`src/rtl/spill_trigger_gate_pkg.sv`:
```
// Shared definitions for the spill trigger gate and the readout packer.
// Latency: n/a (types and constants only).
// Backpressure: n/a.
//
// Holds the FSM state encoding and the per-spill summary record layout, so the
// readout packer decodes the record with the same field order and widths.
package spill_trigger_gate_pkg;

  localparam int STG_CNT_W    = 32;
  localparam int STG_SPILL_W  = 16;
  localparam int STG_DEADTIME = 4;

  typedef enum logic [1:0] {
    ST_IDLE  = 2'd0,
    ST_RUN   = 2'd1,
    ST_CLOSE = 2'd2
  } stg_state_e;

  // Summary record as the readout packer sees it, MSB first.
  typedef struct packed {
    logic [STG_SPILL_W-1:0] spill;
    logic [STG_CNT_W-1:0]   acc;
    logic [STG_CNT_W-1:0]   rej;
    logic [STG_CNT_W-1:0]   live_cyc;
    logic                   ovf;
  } sum_rec_t;

endpackage

```
`src/rtl/spill_trigger_gate_sat_counter.sv`:
```
// Saturating up-counter with a same-cycle clear-then-increment.
// Latency: count visible one cycle after inc_i.
// Backpressure: none; holds at all-ones instead of wrapping.
//
// Ports: clk, rst_n (async active-low), clr_i (restart count), inc_i (count
// this cycle), cnt_o (current count).
module spill_trigger_gate_sat_counter #(
  parameter int W = 32
) (
  input  logic         clk,
  input  logic         rst_n,
  input  logic         clr_i,
  input  logic         inc_i,
  output logic [W-1:0] cnt_o
);

  logic [W-1:0] cnt_q;
  logic [W-1:0] cnt_d;

  // A clear and an increment in the same cycle yield 1: the event belongs to
  // the new count window.
  always_comb begin
    cnt_d = cnt_q;
    if (clr_i) begin
      cnt_d = inc_i ? W'(1) : '0;
    end else if (inc_i && (cnt_q != '1)) begin
      cnt_d = cnt_q + W'(1);
    end
  end

  always_ff @(posedge clk or negedge rst_n) begin
    if (!rst_n) begin
      cnt_q <= '0;
    end else begin
      cnt_q <= cnt_d;
    end
  end

  assign cnt_o = cnt_q;

endmodule

```
`src/rtl/spill_trigger_gate.sv`:
```
// Gates raw triggers with tena/deadtime/busy, numbers them per spill, emits per-spill summary.
// Latency: out_trig 1 cycle after the request edge; summary 2 cycles after in_live falls.
// Backpressure: summary holds until sum_ready; an unread record is overwritten and flagged sum_ovf.
//
// Ports: clk, rst_n (async active-low); in_live/in_tena/in_trig/in_busy from the
// window generator and downstream; out_trig/out_trig_num accepted-trigger strobe
// and index; out_spill_active high in RUN; sum_* valid/ready summary record.
module spill_trigger_gate
  import spill_trigger_gate_pkg::*;
#(
  parameter int CNT_W    = STG_CNT_W,
  parameter int SPILL_W  = STG_SPILL_W,
  parameter int DEADTIME = STG_DEADTIME
) (
  input  logic               clk,
  input  logic               rst_n,
  input  logic               in_live,
  input  logic               in_tena,
  input  logic               in_trig,
  input  logic               in_busy,
  output logic               out_trig,
  output logic [CNT_W-1:0]   out_trig_num,
  output logic               out_spill_active,
  output logic               sum_valid,
  input  logic               sum_ready,
  output logic [SPILL_W-1:0] sum_spill,
  output logic [CNT_W-1:0]   sum_acc,
  output logic [CNT_W-1:0]   sum_rej,
  output logic [CNT_W-1:0]   sum_live_cyc,
  output logic               sum_ovf
);

  localparam int DEAD_W = $clog2(DEADTIME + 1);

  stg_state_e state_q, state_d;

  logic               trig_q;
  logic [DEAD_W-1:0]  dead_cnt_q, dead_cnt_d;
  logic [SPILL_W-1:0] spill_num_q, spill_num_d;
  logic               out_trig_q, out_trig_d;
  logic [CNT_W-1:0]   out_num_q, out_num_d;
  logic               active_q, active_d;

  logic               sum_vld_q, sum_vld_d;
  logic               sum_ovf_q, sum_ovf_d;
  logic [SPILL_W-1:0] sum_spill_q, sum_spill_d;
  logic [CNT_W-1:0]   sum_acc_q, sum_acc_d;
  logic [CNT_W-1:0]   sum_rej_q, sum_rej_d;
  logic [CNT_W-1:0]   sum_live_q, sum_live_d;

  logic             enter_run;
  logic             close_load;
  logic             req;
  logic             accept;
  logic             reject;
  logic             sum_hs;
  logic [CNT_W-1:0] acc_cnt;
  logic [CNT_W-1:0] rej_cnt;
  logic [CNT_W-1:0] live_cnt;
  logic [CNT_W-1:0] acc_now;

  // ---------------- FSM: state register ----------------
  always_ff @(posedge clk or negedge rst_n) begin
    if (!rst_n) begin
      state_q <= ST_IDLE;
    end else begin
      state_q <= state_d;
    end
  end

  // ---------------- FSM: next state ----------------
  always_comb begin
    state_d = state_q;
    case (state_q)
      ST_IDLE:  state_d = in_live ? ST_RUN : ST_IDLE;
      ST_RUN:   state_d = in_live ? ST_RUN : ST_CLOSE;
      ST_CLOSE: state_d = in_live ? ST_RUN : ST_IDLE;
      default:  state_d = ST_IDLE;
    endcase
  end

  // ---------------- FSM: outputs ----------------
  always_comb begin
    enter_run  = in_live && (state_q != ST_RUN);
    close_load = (state_q == ST_CLOSE);
    active_d   = (state_d == ST_RUN);
  end

  // ---------------- trigger gating ----------------
  assign req    = in_trig & ~trig_q;
  assign accept = req & in_live & in_tena & ~in_busy & (dead_cnt_q == '0);
  assign reject = req & in_live & ~accept;
  assign sum_hs = sum_vld_q & sum_ready;

  // The trigger number of a request arriving on the spill's first cycle must
  // see the cleared count, not the previous spill's total.
  assign acc_now = enter_run ? '0 : acc_cnt;

  always_comb begin
    spill_num_d = enter_run ? spill_num_q + SPILL_W'(1) : spill_num_q;
    out_trig_d  = accept;
    out_num_d   = accept ? acc_now : out_num_q;

    // Deadtime is independent of spill boundaries.
    dead_cnt_d = dead_cnt_q;
    if (accept) begin
      dead_cnt_d = DEAD_W'(DEADTIME);
    end else if (dead_cnt_q != '0) begin
      dead_cnt_d = dead_cnt_q - DEAD_W'(1);
    end
  end

  spill_trigger_gate_sat_counter #(.W(CNT_W)) u_acc_cnt (
    .clk   (clk),
    .rst_n (rst_n),
    .clr_i (enter_run),
    .inc_i (accept),
    .cnt_o (acc_cnt)
  );

  spill_trigger_gate_sat_counter #(.W(CNT_W)) u_rej_cnt (
    .clk   (clk),
    .rst_n (rst_n),
    .clr_i (enter_run),
    .inc_i (reject),
    .cnt_o (rej_cnt)
  );

  spill_trigger_gate_sat_counter #(.W(CNT_W)) u_live_cnt (
    .clk   (clk),
    .rst_n (rst_n),
    .clr_i (enter_run),
    .inc_i (in_live),
    .cnt_o (live_cnt)
  );

  // ---------------- summary record ----------------
  // In CLOSE the counters still hold the finished spill: even if in_live is
  // back this cycle, the clear lands on the same edge as the load.
  always_comb begin
    sum_vld_d   = sum_vld_q;
    sum_ovf_d   = sum_ovf_q;
    sum_spill_d = sum_spill_q;
    sum_acc_d   = sum_acc_q;
    sum_rej_d   = sum_rej_q;
    sum_live_d  = sum_live_q;
    if (close_load) begin
      sum_vld_d   = 1'b1;
      // Overwrite only counts when the old record was not taken this cycle.
      sum_ovf_d   = sum_vld_q & ~sum_ready;
      sum_spill_d = spill_num_q;
      sum_acc_d   = acc_cnt;
      sum_rej_d   = rej_cnt;
      sum_live_d  = live_cnt;
    end else if (sum_hs) begin
      sum_vld_d = 1'b0;
      sum_ovf_d = 1'b0;
    end
  end

  always_ff @(posedge clk or negedge rst_n) begin
    if (!rst_n) begin
      trig_q      <= 1'b0;
      dead_cnt_q  <= '0;
      spill_num_q <= '0;
      out_trig_q  <= 1'b0;
      out_num_q   <= '0;
      active_q    <= 1'b0;
      sum_vld_q   <= 1'b0;
      sum_ovf_q   <= 1'b0;
      sum_spill_q <= '0;
      sum_acc_q   <= '0;
      sum_rej_q   <= '0;
      sum_live_q  <= '0;
    end else begin
      trig_q      <= in_trig;
      dead_cnt_q  <= dead_cnt_d;
      spill_num_q <= spill_num_d;
      out_trig_q  <= out_trig_d;
      out_num_q   <= out_num_d;
      active_q    <= active_d;
      sum_vld_q   <= sum_vld_d;
      sum_ovf_q   <= sum_ovf_d;
      sum_spill_q <= sum_spill_d;
      sum_acc_q   <= sum_acc_d;
      sum_rej_q   <= sum_rej_d;
      sum_live_q  <= sum_live_d;
    end
  end

  assign out_trig         = out_trig_q;
  assign out_trig_num     = out_num_q;
  assign out_spill_active = active_q;
  assign sum_valid        = sum_vld_q;
  assign sum_spill        = sum_spill_q;
  assign sum_acc          = sum_acc_q;
  assign sum_rej          = sum_rej_q;
  assign sum_live_cyc     = sum_live_q;
  assign sum_ovf          = sum_ovf_q;

endmodule
```
`config.mk`:
```
export PLATFORM = sky130hd
export DESIGN_NAME = spill_trigger_gate
export DESIGN_NICKNAME = d
export VERILOG_FILES = /design/src/rtl/spill_trigger_gate_pkg.sv /design/src/rtl/spill_trigger_gate_sat_counter.sv /design/src/rtl/spill_trigger_gate.sv
export SDC_FILE = /design/constraint.sdc
export NUM_CORES = 1
export LEC_CHECK = 0
export ABC_CLOCK_PERIOD_IN_PS = 2800
export BUFFER_PORTS_ARGS = -buffer_cell sky130_fd_sc_hd__buf_2
export CAP_MARGIN = 25
export CORE_MARGIN = 2
export CORE_UTILIZATION = 45
export CTS_CLUSTER_DIAMETER = 120
export CTS_CLUSTER_SIZE = 25
export DETAILED_ROUTE_END_ITERATION = 8
export SETUP_SLACK_MARGIN = 0.3
export SYNTH_ARGS = -nofsm -noshare
export SYNTH_HDL_FRONTEND = slang
export SYNTH_SLANG_ARGS = --single-unit
```
`constraint.sdc`:
```
create_clock -name clk -period 2.8 [get_ports clk]
set_input_delay 0.56 -clock clk [delete_from_list [all_inputs] [get_ports clk]]
set_output_delay 0.56 -clock clk [all_outputs]
set_load 0.01 [all_outputs]
```
==> results_dict.tcl, run 1 <==
set metrics [dict create \
    status "complete, no violations" \
    synth_area_leader_cell "dfrtp_1" \
    cap_violations 0 \
    drc 0 \
    cp-end-kind "register" \
    max_freq_mhz 418 \
    grt_max_degree 78 \
    cts-root-buf "clkbuf_16" \
    critPathKind "register to register" \
    grt_pass1_vias 7906 \
    clock_latency_ns 0.49 \
    num_antenna_cells 0 \
    grt_usage 0.188 \
    power.leakage_nw 6.78 \
    crit_arrival_ns 2.80 \
    period_minus_slack_ns 2.39 \
    drt_iter0_markers 529 \
    area_growth_pct 14.4 \
    ir_drop_mv 0.464 \
    slew_headroom 0.462 \
    wire_per_inst_um 16.7 \
    dp_hpwl_mm 17.3 \
    viasPerCell 5.35 \
    yosys-top-cells-area "dfrtp_1 (57%), mux2_2 (10%), nand2_1 (4.1%), xor2_1 (3.4%), nand3_1 (3.3%)" \
    setup_viol 0 \
    fillers 2276 \
    synthArstFlopShare 1.00 \
    whs_ns 0.0501 \
    grt.overflow.total 0 \
    critical_path.cell_chain "ha_4, and4_2, nand4_1, nor4_4, buf_4, a21bo_2, o21ai_0, o21ai_0" \
    wirelength_mm 25.5 \
    syn_nets 1062 \
    multiInputGateArea_um2 4760 \
    clockBufferDepth 3 \
    syn_area_um2 11700 \
    drive_above_1_share 0.279 \
    die_w_um 165 \
    cts.sinks 266 \
    die_y_um 165 \
    path_common_cell "o21ai_0" \
    nets 1210 \
    cts_tree "built" \
    initial_core_util 0.462 \
    drt.antenna.violating_nets 0 \
    max_stage_delay_ns 0.45 \
    yosys_warnings 0 \
    synth_edf_count 0 \
    syn_avg_cell_area_um2 11.1 \
    vias 8170 \
    die_area_um2 27300 \
    antenna_found_initial 0 \
    core_area_um2 25300 \
    clkTransAtPathRegs_ns 0.10 \
    post-route-util 0.528 \
    drt_first_pass_iters 4 \
    cp_slowest_cell "dfrtp_1" \
    rsz0062_at_grt "no" \
    final.setup.tns_ns 0 \
    hold_violations 0 \
    hold_class "input port to asynchronous set/reset pin" \
    htreeDepth 1 \
    critical-path-top-delay-family "simple AND/OR/NAND/NOR gates" \
    gp_congestion 0.825 \
    cts-buffers-inserted 14 \
    synth_top_area_share 0.569 \
    cp_max_fo 12 \
    port_buffers 154 \
    ys_types 59 \
    clock_skew_ns 0.0128 \
    startpoint_type "register" \
    ios 155 \
    total_power_mw 6.92 \
    postCtsHoldBufs 0 \
    worst-path-buf-inv 1 \
    std_cell_rows 58 \
    netlist_instances 1049 \
    tightest_slew_ns 0.799 \
    synth_flop_cell "dfrtp_1" \
    grt_pass1_wl_mm 41.8 \
    regArea_um2 6660 \
    crit_required_ns 3.21 \
    final.period_utilization 0.854 \
    ys_seq_area_frac 0.569 \
    finalMaxSlewViolations 0 \
    p_per_area_nw_per_um2 517 \
    ys_ff_latch 266 \
]
cells in the mapped netlist, types with 2 or more instances:
library cell	number
clkbuf_2	2
and2_1	7
mux2i_1	4
a31oi_1	11
buf_1	8
a211oi_1	5
nor4_4	3
nor2_1	86
ha_1	6
and3_2	3
nor2b_1	3
xnor2_1	29
dfrtp_1	266
or3_1	5
nand2_1	127
nor3_1	16
nor3b_1	2
or2_2	4
and3_1	20
o21ai_0	44
nor4_2	5
nand3_1	78
o31ai_1	10
and3b_1	2
nand2b_1	4
inv_1	12
a21oi_1	14
xor2_1	45
nor4_1	9
mux2_2	105
buf_2	18
clkbuf_1	20
and4_1	9
a21boi_0	2
nand4_1	38
buf_4	3
a21o_1	2
cell families (layout without fill, tap and decap cells):
| kind of cell | after synthesis | after routing | share of synthesized area |
|---|---|---|---|
| xor+xnor | 74 | 74 | 0.0554 |
| buf+inv | 67 | 214 | 0.0265 |
| fa+ha+maj | 6 | 6 | 0.00642 |
| mux | 109 | 109 | 0.105 |
| flops | 266 | 266 | 0.569 |
| compound gates | 99 | 100 | 0.0514 |
| simple gates | 428 | 428 | 0.186 |
power breakdown:
part	leakage [nW]	internal (mW)	switching, mW
combinational	2.92	0.261	0.368
sequential	3.67	3.98	0.129
clock	0.191	0.973	1.20
total	6.78	5.22	1.70
per-layer routing:
metal | up-vias | share of wire | GRT usage
met5 | - | 0 | 0
met4 | 0 | 0.010 | 0.0340
met3 | 15 | 0.045 | 0.0290
met2 | 159 | 0.47 | 0.311
met1 | 4036 | 0.47 | 0.268
li1 | 3960 | - | -
state kept, by name (all words and copies together), names as in the netlist, 2 cells and up:
signal	count
dead_cnt_q	3
out_trig_num	32
spill_num_q	16
state_q	2
sum_acc	32
sum_live_cyc	32
sum_rej	32
sum_spill	16
u_acc_cnt.cnt_o	32
u_live_cnt.cnt_o	32
u_rej_cnt.cnt_o	32
stage by stage:
stage          setup WS [ns]  area (um2)  std cells
6_report               0.408       13400       1527
5_1_grt                0.302       13400       1527
4_1_cts                0.315       13300       1520
3_5_place_dp           0.319       12900       1504
3_3_place_gp           0.413       12900       1504
2_1_floorplan          0.788       11700       1049
final cells by class:
cell class,instances,area share
Multi-Input combinational cell,717,0.356
Inverter,13,0.00365
Sequential cell,266,0.498
Tap cell,330,0.0309
Clock inverter,1,0.000842
Clock buffer,15,0.0281
Timing Repair Buffer,185,0.0824
layout by cell type, fill, tap and decap left out, types with 9 or more instances in the layout:
master / n
a21oi_1: 14
a31oi_1: 11
and3_1: 20
buf_2: 153
buf_4: 24
clkbuf_16: 15
dfrtp_1: 265
inv_1: 12
mux2_2: 105
nand2_1: 127
nand3_1: 78
nand4_1: 38
nor2_1: 86
nor3_1: 16
nor4_1: 9
o21ai_0: 44
o31ai_1: 10
xnor2_1: 29
xor2_1: 45
final timing paths:
check	end	startpoint	cells after the start	slack, ns
setup / recovery	u_live_cnt.cnt_o[10]$_DFFE_PN0P_	u_live_cnt.cnt_o[1]$_DFFE_PN0P_	8	0.41
hold / removal	spill_num_q[14]$_DFFE_PN0P_	rst_n	1	0.05
setup reg to reg	u_live_cnt.cnt_o[10]$_DFFE_PN0P_	u_live_cnt.cnt_o[1]$_DFFE_PN0P_	8	0.41
hold reg to reg	out_trig_num[31]$_DFFE_PN0P_	out_trig_num[31]$_DFFE_PN0P_	2	0.47
max in group asynchronous	u_acc_cnt.cnt_o[25]$_DFFE_PN0P_	rst_n	2	1.96
min in group clk	trig_q$_DFF_PN0_	in_trig	1	0.20
what timing repair did:
| action | in CTS | in global routing |
|---|---|---|
| pin swaps | 0 | 2 |
| gates cloned | 0 | 1 |
| setup buffers | 0 | 6 |
| gates resized for setup | 1 | 4 |
| setup endpoints to repair | 1 | 32 |
(Power assumes the default switching activity.)
==> run 2: changes to the inputs <==
--- a/config.mk
+++ b/config.mk
@@ -8,11 +8,14 @@
 export ABC_CLOCK_PERIOD_IN_PS = 2800
 export BUFFER_PORTS_ARGS = -buffer_cell sky130_fd_sc_hd__buf_2
 export CAP_MARGIN = 25
+export CELL_PAD_IN_SITES_DETAIL_PLACEMENT = 0
+export CELL_PAD_IN_SITES_GLOBAL_PLACEMENT = 1
 export CORE_MARGIN = 2
 export CORE_UTILIZATION = 45
 export CTS_CLUSTER_DIAMETER = 120
 export CTS_CLUSTER_SIZE = 25
 export DETAILED_ROUTE_END_ITERATION = 8
+export PLACE_DENSITY_LB_ADDON = 0.1
 export SETUP_SLACK_MARGIN = 0.3
 export SYNTH_ARGS = -nofsm -noshare
 export SYNTH_HDL_FRONTEND = slang
==> run 2 against run 1 <==
Against the previous run: critical path depth rose by 1; non-clock buffer count rose by 8; via count rose by 0.34%; final area rose by 0.28%; clock power barely moved; largest power group unchanged.
==> results_dict.tcl, run 2 (synthesized netlist as in run 1, its figures left out) <==
set metrics [dict create \
    dp_hpwl_mm 17.2 \
    cp-end-kind "register" \
    drt_iter0_markers 495 \
    ios 155 \
    critPathKind "register to register" \
    rsz0062_at_grt "no" \
    fillers 2357 \
    cap_violations 0 \
    p_per_area_nw_per_um2 516 \
    grt_pass1_vias 7780 \
    clock_latency_ns 0.49 \
    die_w_um 165 \
    drc 0 \
    final.period_utilization 0.827 \
    drive_above_1_share 0.282 \
    cp_max_fo 13 \
    clkTransAtPathRegs_ns 0.10 \
    crit_required_ns 3.16 \
    setup_viol 0 \
    final_cells 1535 \
    crit_arrival_ns 2.67 \
    cp_slowest_cell "nor4_4" \
    cts_tree "built" \
    ir_drop_mv 0.440 \
    area_growth_pct 14.7 \
    post-route-util 0.529 \
    period_minus_slack_ns 2.31 \
    grt_max_degree 74 \
    htreeDepth 1 \
    final_common_cell "dfrtp_1" \
    grt_usage 0.190 \
    drt_first_pass_iters 4 \
    wirelength_mm 25.4 \
    cts.sinks 266 \
    max_freq_mhz 432 \
    nets 1217 \
    mostFrequentLayoutCells "dfrtp_1 (265), buf_2 (153), nand2_1 (127)" \
    clock_skew_ns 0.0171 \
    clockBufferDepth 3 \
    die_y_um 165 \
    core_area_um2 25300 \
    gp_congestion 0.764 \
    startpoint_type "register" \
    cts-root-buf "clkbuf_16" \
    slew_headroom 0.544 \
    path_common_cell "a31oi_1" \
    std_cell_rows 58 \
    hold_violations 0 \
    tightest_slew_ns 0.677 \
    placed_cells 1512 \
    finalMaxSlewViolations 0 \
    status "complete, no violations" \
    critical_path.cell_chain "ha_4, and4_4, nand4_1, nor4_4, buf_6, nor2_1, buf_4, a31oi_1, a31oi_1" \
    total_power_mw 6.91 \
    antenna_found_initial 1 \
    wire_per_inst_um 16.6 \
    max_stage_delay_ns 0.45 \
    grt_pass1_wl_mm 41.9 \
    grt.overflow.total 0 \
    final.setup.tns_ns 0 \
    die_area_um2 27300 \
    power.leakage_nw 6.80 \
    hold_class "input port to register" \
    port_buffers 154 \
    drt.antenna.violating_nets 0 \
    finalInstanceArea_um2 13400 \
    cts-buffers-inserted 14 \
    vias 8198 \
    viasPerCell 5.34 \
    place_area_um2 12900 \
    initial_core_util 0.462 \
]
run 2: layer usage:
layer  global-route usage  up-vias  routed length [um]
li1                     -     3969                   -
met1                0.274     4080               12200
met2                0.308      134               11700
met3               0.0305       15                1180
met4               0.0336        0                 357
met5                    0        -                   0
run 2: area by class of cell:
cell class              instances  area (um2)  area share
diodes                          1        2.50    0.000187
clock buffers                  15         375      0.0280
multi-input cells             716        4760       0.355
clock inverters                 1        11.3    0.000840
inverters                      13        48.8     0.00364
flip-flops and latches        266        6660       0.497
well taps                     330         413      0.0308
repair buffers                193        1140      0.0852
run 2: worst max-delay path, delay by kind of cell, from the launching register on:
kind                     cells  cell delay, ns
AND/OR/NAND/NOR              4            0.99
adder cells (fa/ha/maj)      1            0.18
AO/OA/AOI/OAI                2            0.23
buffers and inverters        2            0.35
flip-flops                   1            0.43
run 2: through the flow:
step	setup WS [ns]	hold slack [ns]
after floorplan	0.788	0.264
after global placement	0.521	0.444
after detailed placement	0.453	0.451
after CTS	0.432	0.166
after global routing	0.303	0.179
final	0.486	0.198
run 2: timing repair:
| item | CTS | global route |
|---|---|---|
| endpoints found under the setup margin | 0 | 29 |
| hold buffers | 1 | 0 |
| endpoints found under the hold margin | 39 | 0 |
| gates resized for setup | 0 | 8 |
| buffers inserted | 0 | 5 |
run 2: power by group:
group	total [mW]	internal, mW	switching, mW
clock	2.19	0.973	1.22
sequential	4.10	3.98	0.120
combinational	0.623	0.263	0.360
run 2: final timing paths:
kind                       cells past startpoint                              end  slack, ns                       startpoint
min reg2reg                                    2     out_trig_num[27]$_DFFE_PN0P_       0.47     out_trig_num[27]$_DFFE_PN0P_
max                                            9  u_live_cnt.cnt_o[5]$_DFFE_PN0P_       0.49  u_live_cnt.cnt_o[0]$_DFFE_PN0P_
min in group asynchronous                      2         sum_spill[6]$_DFFE_PN0P_       0.59                            rst_n
min                                            1                 trig_q$_DFF_PN0_       0.20                          in_trig
max reg2reg                                    9  u_live_cnt.cnt_o[5]$_DFFE_PN0P_       0.49  u_live_cnt.cnt_o[0]$_DFFE_PN0P_
max in group asynchronous                      3  u_rej_cnt.cnt_o[21]$_DFFE_PN0P_       1.43                            rst_n
==> run 3: changes to the inputs <==
--- a/config.mk
+++ b/config.mk
@@ -5,7 +5,7 @@
 export SDC_FILE = /design/constraint.sdc
 export NUM_CORES = 1
 export LEC_CHECK = 0
-export ABC_CLOCK_PERIOD_IN_PS = 2800
+export ABC_CLOCK_PERIOD_IN_PS = 2300
 export BUFFER_PORTS_ARGS = -buffer_cell sky130_fd_sc_hd__buf_2
 export CAP_MARGIN = 25
 export CELL_PAD_IN_SITES_DETAIL_PLACEMENT = 0
==> constraint.sdc (replaced) <==
create_clock -name clk -period 2.3 [get_ports clk]
set_input_delay 0.46 -clock clk [delete_from_list [all_inputs] [get_ports clk]]
set_output_delay 0.46 -clock clk [all_outputs]
set_load 0.01 [all_outputs]
==> run 3 against run 2 <==
Against the previous run: sequential power up 22%; clock skew down 0.0014 ns; non-clock buffer count up 49; first-iteration DRC count shrank 3.4%; die area stayed put; utilization increased by 2.5 points; critical endpoint unchanged.
==> results_dict.tcl, run 3 (synthesized netlist as in run 1, its figures left out) <==
set metrics [dict create \
    finalWorstSetupSlack_ns 0.238 \
    hold_class "input port to register" \
    clock_latency_ns 0.48 \
    place_area_um2 13200 \
    port_buffers 154 \
    cts.sinks 266 \
    hold_violations 0 \
    setup_viol 0 \
    grt_max_degree 65 \
    die_w_um 165 \
    std_cell_rows 58 \
    rsz0062_at_grt "yes" \
    period_minus_slack_ns 2.06 \
    critPathKind "register to register" \
    max_freq_mhz 485 \
    area_growth_pct 20.1 \
    cp_max_fo 6 \
    initial_core_util 0.462 \
    cp-end-kind "register" \
    tightest_slew_ns 0.670 \
    drt_first_pass_iters 5 \
    core_area_um2 25300 \
    cts-root-buf "clkbuf_16" \
    finalInstanceArea_um2 14000 \
    viasPerCell 5.24 \
    whs_path_depth 1 \
    final.period_utilization 0.897 \
    ir_drop_mv 0.552 \
    status "complete, no violations" \
    grt_usage 0.197 \
    mostFrequentLayoutCells "dfrtp_1 (253), buf_2 (153), nand2_1 (126)" \
    htreeDepth 1 \
    drt.antenna.violating_nets 0 \
    cts-buffers-inserted 14 \
    die_area_um2 27300 \
    power.leakage_nw 7.08 \
    startpoint_type "register" \
    worstRegToRegCells 8 \
    die_y_um 165 \
    placed_cells 1544 \
    gp_congestion 0.785 \
    crit_arrival_ns 2.46 \
    ios 155 \
    wirelength_mm 26.4 \
    final_common_cell "dfrtp_1" \
    finalMaxSlewViolations 0 \
    vias 8306 \
    p_per_area_nw_per_um2 608 \
    drc 0 \
    cap_violations 0 \
    drive_above_1_share 0.351 \
    cts_tree "built" \
    antenna_found_initial 0 \
    final.setup.tns_ns 0 \
    wire_per_inst_um 16.7 \
    num_antenna_cells 0 \
    whs_ns 0.111 \
    grt_pass1_wl_mm 43.4 \
    clock_skew_ns 0.0157 \
    slew_headroom 0.550 \
    drt_iter0_markers 478 \
    clockBufferDepth 3 \
    nets 1267 \
    crit_required_ns 2.70 \
    grt.overflow.total 0 \
    dp_hpwl_mm 18.1 \
    final_cells 1584 \
    grt_pass1_vias 8105 \
    preCtsSetupSlack_ns 0.193 \
    clkTransAtPathRegs_ns 0.10 \
]
run 3: cell count changes in the layout (fill, tap and decap cells not counted), moves of 5 or more:
| cell | previous run | this run |
|---|---|---|
| buf_4 | 32 | 71 |
| o21ai_0 | 44 | 31 |
| dfrtp_1 | 265 | 253 |
| dfrtp_2 | 1 | 13 |
| o21ai_1 | 1 | 12 |
| buf_6 | 1 | 9 |
| a21oi_1 | 14 | 9 |
run 3: metrics by stage:
stage,power (mW),utilization
detailed placement,5.89,0.521
CTS,8.59,0.539
floorplan,5.50,-
finish,8.53,0.554
global placement,5.87,0.521
global route,8.97,0.554
run 3: worst paths after layout:
check                      slack, ns                         endpoint                       startpoint
min                             0.11                 trig_q$_DFF_PN0_                          in_trig
min in group asynchronous       0.46         sum_spill[8]$_DFFE_PN0P_                            rst_n
max reg2reg                     0.24  u_live_cnt.cnt_o[5]$_DFFE_PN0P_  u_live_cnt.cnt_o[1]$_DFFE_PN0P_
min reg2reg                     0.47     out_trig_num[13]$_DFFE_PN0P_     out_trig_num[13]$_DFFE_PN0P_
max                             0.24  u_live_cnt.cnt_o[5]$_DFFE_PN0P_  u_live_cnt.cnt_o[1]$_DFFE_PN0P_
max in group asynchronous       1.11          sum_rej[14]$_DFFE_PN0P_                            rst_n
run 3: area by class of cell:
class	count	area, um2
fillers	2242	11300
repair buffers	242	1560
clock inverters	1	11.3
well taps	330	413
flip-flops and latches	266	6670
inverters	13	52.6
clock buffers	15	375
multi-input cells	717	4960
run 3: repair_timing:
item | 4_1_cts | 5_1_grt
pin swaps | 0 | 17
resized for setup | 7 | 82
setup endpoints to repair | 24 | 90
endpoints found under the hold margin | 36 | 0
setup buffers | 4 | 17
cloned | 0 | 2
hold buffers | 1 | 0
run 3: worst max-delay path, cell delays in order (launching register included):
cell,delay [ns]
dfrtp_1,0.37
ha_2,0.18
and4_4,0.22
nand4_1,0.17
nor4_4,0.37
buf_4,0.21
a21boi_2,0.12
buf_4,0.17
a31oi_1,0.17
run 3: power breakdown:
group	internal, mW	switching [mW]
logic	0.396	0.495
registers	4.85	0.146
clock network	1.18	1.46
total	6.43	2.10
run 3: metal layers:
| layer | global-route usage | up-vias | share of wire |
|---|---|---|---|
| li1 | - | 4064 | - |
| met3 | 0.0285 | 13 | 0.047 |
| met2 | 0.319 | 139 | 0.47 |
| met5 | 0 | - | 0 |
| met4 | 0.0265 | 0 | 0.0074 |
| met1 | 0.289 | 4090 | 0.48 |
